File: src/rtl/aes_shiftmix.sv
// aes_shiftmix: column-serial ShiftRows + MixColumns stage; buffers four columns, then drains four round columns.
module aes_shiftmix (
  input  logic        CLK,
  input  logic        RSTn,
  input  logic [31:0] din,
  input  logic        din_vld,
  output logic        din_rdy,
  input  logic        last_round,
  output logic [31:0] dout,
  output logic        dout_vld,
  input  logic        dout_rdy
);
  typedef enum logic {FILL, DRAIN} state_t;
  state_t state_q, state_d;
  logic [1:0] cnt_q, cnt_d;
  logic lr_q, lr_d;
  logic [3:0][31:0] st_q, st_d;
  logic [31:0] sr;
  logic [1:0] idx;
  function automatic logic [7:0] xt(input logic [7:0] a);
    return {a[6:0], 1'b0} ^ (a[7] ? 8'h1b : 8'h00);
  endfunction
  function automatic logic [31:0] mix(input logic [31:0] c);
    logic [7:0] a0, a1, a2, a3;
    {a0, a1, a2, a3} = c;
    return {xt(a0) ^ xt(a1) ^ a1 ^ a2 ^ a3,
            a0 ^ xt(a1) ^ xt(a2) ^ a2 ^ a3,
            a0 ^ a1 ^ xt(a2) ^ xt(a3) ^ a3,
            xt(a0) ^ a0 ^ a1 ^ a2 ^ xt(a3)};
  endfunction
  always_comb begin
    sr = '0;
    idx = '0;
    for (int r = 0; r < 4; r++) begin
      idx = cnt_q + 2'(r);
      sr[31-8*r -: 8] = st_q[idx][31-8*r -: 8];
    end
    dout = lr_q ? sr : mix(sr);
  end
  always_comb begin
    state_d = state_q;
    cnt_d = cnt_q;
    lr_d = lr_q;
    st_d = st_q;
    din_rdy = state_q == FILL;
    dout_vld = state_q == DRAIN;
    if (din_rdy && din_vld) begin
      st_d[cnt_q] = din;
      lr_d = cnt_q == 2'd0 ? last_round : lr_q;
      cnt_d = cnt_q + 2'd1;
      state_d = cnt_q == 2'd3 ? DRAIN : FILL;
    end
    if (dout_vld && dout_rdy) begin
      cnt_d = cnt_q + 2'd1;
      state_d = cnt_q == 2'd3 ? FILL : DRAIN;
    end
  end
  always_ff @(posedge CLK) begin
    if (!RSTn) begin
      state_q <= FILL;
      cnt_q <= '0;
      lr_q <= 1'b0;
      st_q <= '0;
    end else begin
      state_q <= state_d;
      cnt_q <= cnt_d;
      lr_q <= lr_d;
      st_q <= st_d;
    end
  end
endmodule

File: config.mk
export PLATFORM = sky130hd
export DESIGN_NAME = aes_shiftmix
export DESIGN_NICKNAME = d
export VERILOG_FILES = /design/src/rtl/aes_shiftmix.sv
export SDC_FILE = /design/constraint.sdc
export NUM_CORES = 1
export LEC_CHECK = 0
export ABC_AREA = 1
export BUFFER_PORTS_ARGS = -buffer_cell sky130_fd_sc_hd__buf_2
export CAP_MARGIN = 30
export CORE_ASPECT_RATIO = 1.4
export CORE_MARGIN = 2
export CORE_UTILIZATION = 38
export CTS_CLUSTER_SIZE = 25
export DETAILED_ROUTE_END_ITERATION = 12
export PLACE_DENSITY = 0.65
export SYNTH_ARGS = -nofsm -noshare
export SYNTH_HDL_FRONTEND = slang
export SYNTH_SLANG_ARGS = --single-unit
File: constraint.sdc
create_clock -name CLK -period 6.9 [get_ports CLK]
set_input_delay 1.035 -clock CLK [delete_from_list [all_inputs] [get_ports CLK]]
set_output_delay 1.035 -clock CLK [all_outputs]
set_load 0.02 [all_outputs]
==> out/qor.txt <==
Outcome -> complete, no violations
Commonest cells after routing, fill and taps aside -> nand2_1 (756), nand3_1 (263), a21oi_1 (131), dfxtp_1 (131), buf_2 (70)
Sink Count -> 132
Ratio of cells with drive above 1 in the final layout -> 0.0969
RSZ-0062 raised after global routing -> false
Die X -> 130 um
Worst EP arrival -> 3470 ps
Core area -> 21900 um^2
Clock root buffer master -> clkbuf_16
Residual DRC -> 0
GR Util All Layers -> 0.240
Crit end category -> primary output
Remaining antenna violation count -> 0
H-tree depth -> 4
Syn. warnings -> 0
Sw frac -> 0.390
Drt pass-1 iters -> 6
CTS clk-pin slew, worst paths -> 60 ps
Mapped Area -> 8470 um^2
Slew @ Worst Pin -> 857 ps
Growth of design area from synthesis to finish -> 12.4%
Final nets -> 1535
IO Pins -> 71
Drt total wl -> 27.8 mm
Flop pwr share -> 0.292
Combinational share of power -> 0.364
Antenna violations before repair -> 1
Syn avg cell area -> 5.74 um^2
#FFs+latches synth -> 132
Leak -> 4.40 nW
Leading cell type in the layout, fill and taps excluded -> nand2_1
Pint -> 1.71 mW
Number of max-cap violations -> 0
HP Start -> st_q[104]$_SDFFE_PN0P_
CTS max path bufs -> 2
Vias -> 9548
Max Fclk -> 0.222 GHz
Clk_lat worst skew -> 420 ps
CTS tree -> done
Post-DR vias/cell -> 5.29
Crit share post-route -> 0.653
Routability cong. -> 0.885
WP data required -> 5860 ps
Largest net degree at the start of global routing -> 96
Setup CP Type -> register to primary output
Post-Syn Nets -> 1518
1st-iter DRT viols -> 802
Port bufs -> 70
First-pass GRT wire length -> 44.8 mm
Post-synthesis async set-or-reset flop share -> 0
GR Overflow Total -> 0
Count of final setup violators -> 0
Startpoint Class -> register
Starting Density -> 0.387
Final Hold Violating Endpoints -> 0
Avg WL per Cell -> 15.4 um
Die area -> 23500 um^2
CP startpoint -> cnt_q[0]$_SDFFE_PN0P_
Placement row count -> 64
Post-cts resize count -> 0
Dpl cell area -> 8860 um^2
CTS Buf Count -> 17
Crit Reg-Reg Startpoint -> cnt_q[0]$_SDFFE_PN0P_
Skew final -> 5.58 ps
Clock Power Share -> 0.344
CP Max Fanout -> 75
Top_reg_cell synth -> dfxtp_1
Post-CTS Setup Bufs -> 0
Slew HR -> 0.426
Post-Synthesis Cells -> 1477
Vias in the first global route -> 8464
Antenna diodes -> 0
Final Cell Area -> 9520 um^2
Net Switching -> 1.09 mW
Fin. max-slew vios -> 0
Library cells used by synthesis -> 23
Pwr dens -> 294 nW/um^2
Sum Neg Setup Slack -> 0 ps
DP HPWL -> 18.4 mm
Min-Delay Path Class -> register to register
Sequential area share after synthesis -> 0.312
Worst VDD drop -> 0.000134 V
Die height -> 181 um
Post-layout minimum cycle time -> 4500 ps
Post-synth EDFFs -> 0
CTS Hold Buffers Added -> 0
-- layer usage --
| layer | vias up | part of all wire | GRT usage | wire (um) |
|---|---|---|---|---|
| li1 | 4804 | - | - | - |
| met1 | 4401 | 0.42 | 0.299 | 11700 |
| met2 | 299 | 0.49 | 0.413 | 13700 |
| met3 | 42 | 0.062 | 0.0419 | 1720 |
| met4 | 2 | 0.022 | 0.0809 | 609 |
| met5 | - | 0.00047 | 0 | 13 |
-- power by group through the flow --
stage	clock network [mW]	registers, mW	logic (mW)
after CTS	0.973	0.816	1.01
after detailed placement	0	0.832	1.01
after global placement	0	0.832	0.995
after global routing	1.00	0.820	1.14
after floorplan	0	0.828	0.738
final	0.963	0.816	1.02
-- cell type report --
cell class              count  area, um^2
well taps                 297         372
clock inverters            14         203
clock buffers              18         429
repair buffers             86         490
fillers                  2393       12300
multi-input cells        1208        5190
flip-flops and latches    132        2640
inverters                  49         188
-- metrics by stage --
step	power (mW)	setup WS [ps]	hold WS [ps]	util	cells
global route	2.96	2150	476	0.435	1804
finish	2.80	2400	461	0.435	1804
CTS	2.80	2450	461	0.434	1803
global placement	1.83	2940	448	0.405	1771
detailed placement	1.84	2900	452	0.405	1771
floorplan	1.57	3550	441	-	1477
-- flip-flops by register name, indices dropped and copies added (netlist names) --
name	cells
lr_q	1
cnt_q	2
dout_vld	1
st_q	128
-- synth_stat cells, types with 2 or more instances --
cell,n,area share
buf_2,17,0.010
dfxtp_1,132,0.31
o21ai_1,6,0.0035
inv_1,38,0.017
buf_1,5,0.0022
nand2_2,15,0.011
nand3_1,263,0.16
inv_2,9,0.0040
xnor2_1,7,0.0072
clkbuf_1,51,0.023
buf_4,5,0.0044
buf_6,9,0.012
nand3b_1,2,0.0018
ha_1,4,0.0059
nand2_1,757,0.34
a21oi_1,131,0.077
o21ai_0,20,0.012
-- final timing paths --
kind	to	cells past startpoint	slack, ps
max reg2reg	st_q[89]$_SDFFE_PN0P_	7	4070
max	dout[25]	14	2400
min	st_q[104]$_SDFFE_PN0P_	2	460
min reg2reg	st_q[104]$_SDFFE_PN0P_	2	460
-- kinds of logic after synthesis --
kind of cell,Yosys count,share of synthesized area
simple gates,1038,0.504
compound gates,158,0.0938
buf+inv,137,0.0750
flops,132,0.312
xor+xnor,8,0.00916
fa+ha+maj,4,0.00591
-- worst max-delay path, cell delays in order, from the launching register on --
cell	delay, ps
dfxtp_2	330
inv_4	560
ha_1	380
inv_2	410
nand3_1	130
nand2_1	400
nand2_1	120
nand2_1	140
nand2_1	70
nand2_1	80
inv_1	40
nand2_1	50
nand3_1	60
nand2_1	90
buf_2	160
No activity file was read; power rests on OpenSTA's default activity.
